[src/rtl/mem_port_arbiter.sv]
// Shares one RAM port between the CPU (m0) and the loader (m1) with a fixed-priority, starvation-guarded arbiter.
// Latency: req sampled in IDLE -> gnt/strobe next cycle -> done/rdata the cycle after (3 cycles per transaction).
// Backpressure: a master holds req until its done pulse; requests that arrive outside IDLE wait for the next IDLE.
module mem_port_arbiter #(
  parameter int MAX_WAIT = 4
) (
  input  logic        clk,
  input  logic        reset,
  input  logic        m0_req,
  input  logic        m0_we,
  input  logic [15:0] m0_addr,
  input  logic [7:0]  m0_wdata,
  input  logic        m1_req,
  input  logic        m1_we,
  input  logic [15:0] m1_addr,
  input  logic [7:0]  m1_wdata,
  input  logic        m1_lock,
  output logic        m0_gnt,
  output logic        m1_gnt,
  output logic        m0_done,
  output logic        m1_done,
  output logic [7:0]  m0_rdata,
  output logic [7:0]  m1_rdata,
  output logic        m0_err,
  output logic        m1_err,
  output logic [15:0] mem_addr,
  output logic [7:0]  mem_wdata,
  output logic        mem_oe,
  output logic        mem_we,
  input  logic [7:0]  mem_rdata,
  output logic        busy
);

  localparam int WW = $clog2(MAX_WAIT + 1);

  typedef enum logic [1:0] {IDLE, ISSUE, DONE} state_t;

  state_t        state_q, state_d;
  logic          id_q, id_d;          // 0 = m0 owns the transaction, 1 = m1
  logic          we_q, we_d;
  logic [15:0]   addr_q, addr_d;
  logic [7:0]    wdata_q, wdata_d;
  logic          err_q, err_d;
  logic [WW-1:0] wait_q, wait_d;      // m0 grants taken while m1 was waiting
  logic [7:0]    m0_rdata_q, m0_rdata_d;
  logic [7:0]    m1_rdata_q, m1_rdata_d;
  logic          m0_err_q, m0_err_d;
  logic          m1_err_q, m1_err_d;
  logic          win1;

  // m1 wins on lock, on an exhausted wait budget, or when the CPU is not asking
  assign win1 = m1_req & (m1_lock | (wait_q == WW'(MAX_WAIT)) | ~m0_req);

  // Next-state, request latching and per-master result registers
  always_comb begin
    state_d    = state_q;
    id_d       = id_q;
    we_d       = we_q;
    addr_d     = addr_q;
    wdata_d    = wdata_q;
    err_d      = err_q;
    wait_d     = wait_q;
    m0_rdata_d = m0_rdata_q;
    m1_rdata_d = m1_rdata_q;
    m0_err_d   = m0_err_q;
    m1_err_d   = m1_err_q;
    case (state_q)
      IDLE: begin
        if (m0_req | m1_req) begin
          state_d = ISSUE;
          id_d    = win1;
          we_d    = win1 ? m1_we    : m0_we;
          addr_d  = win1 ? m1_addr  : m0_addr;
          wdata_d = win1 ? m1_wdata : m0_wdata;
          err_d   = win1 ? m1_addr[15] : m0_addr[15];
          if (win1) begin
            m1_err_d = 1'b0;
            wait_d   = '0;
          end else begin
            m0_err_d = 1'b0;
            if (m1_req && (wait_q != WW'(MAX_WAIT))) wait_d = wait_q + 1'b1;
          end
        end
      end
      ISSUE: begin
        state_d = DONE;
        if (id_q) begin
          m1_err_d = err_q;
          if (err_q)      m1_rdata_d = 8'h00;
          else if (!we_q) m1_rdata_d = mem_rdata;
        end else begin
          m0_err_d = err_q;
          if (err_q)      m0_rdata_d = 8'h00;
          else if (!we_q) m0_rdata_d = mem_rdata;
        end
      end
      DONE:    state_d = IDLE;
      default: state_d = IDLE;
    endcase
  end

  // State and datapath registers with synchronous reset
  always_ff @(posedge clk) begin
    if (reset) begin
      state_q    <= IDLE;
      id_q       <= 1'b0;
      we_q       <= 1'b0;
      addr_q     <= '0;
      wdata_q    <= '0;
      err_q      <= 1'b0;
      wait_q     <= '0;
      m0_rdata_q <= '0;
      m1_rdata_q <= '0;
      m0_err_q   <= 1'b0;
      m1_err_q   <= 1'b0;
    end else begin
      state_q    <= state_d;
      id_q       <= id_d;
      we_q       <= we_d;
      addr_q     <= addr_d;
      wdata_q    <= wdata_d;
      err_q      <= err_d;
      wait_q     <= wait_d;
      m0_rdata_q <= m0_rdata_d;
      m1_rdata_q <= m1_rdata_d;
      m0_err_q   <= m0_err_d;
      m1_err_q   <= m1_err_d;
    end
  end

  // Strobes are masked by reset so an ISSUE cut short by reset never writes RAM
  assign mem_oe    = (state_q == ISSUE) & ~we_q & ~err_q & ~reset;
  assign mem_we    = (state_q == ISSUE) &  we_q & ~err_q & ~reset;
  assign mem_addr  = (state_q == ISSUE) ? addr_q  : '0;
  assign mem_wdata = (state_q == ISSUE) ? wdata_q : '0;
  assign m0_gnt    = (state_q == ISSUE) & ~id_q;
  assign m1_gnt    = (state_q == ISSUE) &  id_q;
  assign m0_done   = (state_q == DONE)  & ~id_q;
  assign m1_done   = (state_q == DONE)  &  id_q;
  assign m0_rdata  = m0_rdata_q;
  assign m1_rdata  = m1_rdata_q;
  assign m0_err    = m0_err_q;
  assign m1_err    = m1_err_q;
  assign busy      = (state_q != IDLE);

endmodule

[config.mk]
export PLATFORM = sky130hd
export DESIGN_NAME = mem_port_arbiter
export DESIGN_NICKNAME = d
export VERILOG_FILES = /design/src/rtl/mem_port_arbiter.sv
export SDC_FILE = /design/constraint.sdc
export NUM_CORES = 1
export LEC_CHECK = 0
export BUFFER_PORTS_ARGS = -buffer_cell sky130_fd_sc_hd__buf_2
export CORE_ASPECT_RATIO = 0.75
export CORE_UTILIZATION = 46
export CTS_CLUSTER_DIAMETER = 40
export DETAILED_ROUTE_END_ITERATION = 10
export PLACE_DENSITY = 0.85
export SLEW_MARGIN = 20
export SYNTH_ARGS = -nofsm -noshare
export SYNTH_HDL_FRONTEND = slang
export SYNTH_SLANG_ARGS = --single-unit
export TNS_END_PERCENT = 10
[constraint.sdc]
create_clock -name clk -period 1.8 [get_ports clk]
set_clock_uncertainty 0.15 [all_clocks]
set_input_delay 0.36 -clock clk [delete_from_list [all_inputs] [get_ports clk]]
set_output_delay 0.36 -clock clk [all_outputs]
set_load 0.01 [all_outputs]
==> metrics.md <==
| Metric | Value |
|---|---|
| Lkg Pwr | `1.59 nW` |
| Share of layout cells above drive strength 1 | `0.433` |
| # IOs | `112` |
| Arr. time, crit path | `1.31 ns` |
| GRT Total Usage | `0.211` |
| Routed wire length on met3 | `266 µm` |
| Setup TNS Final | `-0.0198 ns` |
| Layout Nets | `413` |
| Setup Crit Path Kind | `flip-flop to output port` |
| TritonCTS buffer count | `5` |
| Top routing layer in use | `met4` |
| Wirelength per Cell | `13.6 µm` |
| Die Ht | `63.1 µm` |
| Met1 wire length | `2.59 mm` |
| Seq cells post-synth | `49` |
| Final hold vios | `0` |
| Finished Layout Cells | `406` |
| Cell variety after synth | `30` |
| Sequential share of the synthesized area | `0.428` |
| Most common cell after layout, fill and taps aside | `buf_2` |
| Minimum clock period | `1.82 ns` |
| Die area | `5270 µm²` |
| Final period util | `1.01` |
| Syn Area/Cell | `9.92 µm²` |
| Syn Nets | `296` |
| Initial Util | `0.495` |
| Max-slew violation count | `0` |
| CTS Buffer Depth | `2` |
| Synthesized instance count | `231` |
| IO Port Bufs | `111` |
| Failing checks | `setup timing` |
| Max Clk Rate | `550 MHz` |
| Largest net degree at the start of global routing | `21` |
| Crit-path cells | `buf_6 > nand2b_4 > nor2_4 > and2_1 > buf_2` |
| DPL Wire Length | `4.05 mm` |
| Htree depth | `2` |
| Core region area | `4620 µm²` |
| Cell area after synthesis | `2290 µm²` |
| Worst path max stage delay | `0.38 ns` |
| Pre-Repair DR Iteration Count | `4` |
| Max Cap Violations | `0` |
| Fillers | `377` |
| Initial antenna violation count | `0` |
| Pwr/cell area | `757 nW/µm²` |
| Placed Instances | `395` |
| Hold Path Class | `input pin to flip-flop` |
| Number of setup violations in the final report | `1` |
| Peak supply drop | `0.568 mV` |
| CP Capture Type | `output port` |
| Worst-skew pair later-pin latency | `0.29 ns` |
| Global-route wire length before repair | `8.94 mm` |
| Slew HR | `0.751` |
| CP max-delay cell | `dfxtp_4` |
| Status | `complete, but fails checks` |
| CP max FO | `8` |
| Least-Margin Pin Slew | `0.373 ns` |
| Final ANT Viol Nets | `0` |
| Most frequent cells in the layout | `111 x buf_2, 46 x dfxtp_1, 40 x mux2i_1` |
| Inserted Diodes | `0` |
| # rows | `21` |
| DR vias | `2011` |
| Detail Route met2 WL | `2.58 mm` |
| Total clock sinks | `49` |
| Number of remaining DRC errors | `0` |
| Vias in the first global route | `1921` |
| Number of vias per cell | `4.95` |
| RSZ-0062 raised after global routing | `true` |
| Yosys warnings | `0` |
| Final WL | `5.52 mm` |
| Pre-CTS setup slack | `-0.441 ns` |
| P&R area growth vs syn | `35.5%` |
| Initial DRC count | `66` |
| CP required | `1.29 ns` |
| Clock slew at reported path FFs | `0.09 ns` |
| CTS tree | `built` |
| Worst setup margin | `-0.0198 ns` |
| Root Buffer | `clkbuf_8` |
| Startpoint Class | `flip-flop` |
| GR Overflow Total | `0` |
| Die Width | `83.5 µm` |
| GP Congestion | `0.721` |
## cells in the mapped netlist (all sizes together)
cell / count / area, µm²
nor2b: 10 / 62.6
inv: 5 / 18.8
and2: 25 / 156
o21ai: 2 / 10.0
and3b: 1 / 8.76
a211oi: 3 / 22.5
xor2: 1 / 8.76
or3: 1 / 6.26
nand4: 2 / 12.5
nor4: 1 / 6.26
dfxtp: 49 / 981
buf: 10 / 76.3
nand3b: 3 / 22.5
o2bb2ai: 24 / 210
nor3: 4 / 25.0
nand2b: 4 / 32.5
a21bo: 1 / 10.0
a21oi: 2 / 10.0
and2b: 1 / 7.51
nor2: 24 / 97.6
ha: 2 / 25.0
clkbuf: 7 / 26.3
nor3b: 2 / 15.0
mux2i: 42 / 420
nand2: 5 / 18.8
## power by group
part	internal, W	switching (W)	total [W]
clock	0.000312	0.000357	0.000668
sequential	0.00116	0.0000398	0.00120
combinational	0.000238	0.000245	0.000482
## area by class of cell
type	count	area, µm²	area share
sequential	49	987	0.318
inverter	5	18.8	0.00605
tap	57	71.3	0.0230
clock inverter	2	13.8	0.00443
clock buffer	6	82.6	0.0266
timing repair buffer	126	684	0.220
multi-input combinational	161	1250	0.401
## critical path, delay by kind of cell, from the launching register on
kind | cells | cell delay, ns
flops | 1 | 0.38
simple gates | 3 | 0.36
buf+inv | 2 | 0.27
## state kept, by name (all words and copies together), names as in the netlist, 2 cells and up
name	count
addr_q	16
m0_rdata	8
m1_rdata	8
wdata_q	8
wait_q	3
state_q	2
## metal layers
layer	vias to the layer above	track usage
met5	-	0
met4	0	0.0678
met1	901	0.276
met2	65	0.350
met3	9	0.0459
li1	1036	-
## final timing paths
| check | cells after the start | to | start | slack [ns] |
|---|---|---|---|---|
| worst max-delay path | 5 | mem_we | state_q[1] | -0.02 |
| worst min register to register | 1 | addr_q[11] | addr_q[11] | 0.31 |
| worst min-delay path | 3 | addr_q[4] | m1_addr[4] | 0.18 |
| worst max register to register | 6 | m1_rdata[4] | state_q[1] | 0.07 |
## cells by family after synthesis
group | synth area share
AO/OA/AOI/OAI | 0.115
AND/OR/NAND/NOR | 0.206
adder cells (fa/ha/maj) | 0.0109
multiplexers | 0.184
buffers and inverters | 0.0530
flip-flops | 0.428
XOR/XNOR | 0.00382
## timing repair
| action | in CTS | in global routing |
|---|---|---|
| setup endpoints to repair | 26 | 38 |
| hold buffers | 0 | 0 |
| gates resized for setup | 5 | 11 |
| pin swaps | 0 | 2 |
| cloned | 1 | 0 |
| buffers inserted | 0 | 2 |
## metrics by stage
step | hold slack, ns | util | instance area (µm²) | power, W
2_1_floorplan | 0.274 | - | 2290 | 0.00150
3_3_place_gp | 0.287 | 0.633 | 2930 | 0.00167
3_5_place_dp | 0.291 | 0.633 | 2930 | 0.00168
4_1_cts | 0.171 | 0.659 | 3050 | 0.00236
5_1_grt | 0.177 | 0.671 | 3100 | 0.00248
6_report | 0.181 | 0.671 | 3100 | 0.00235
Note: power is estimated with default switching activity, not from simulation.
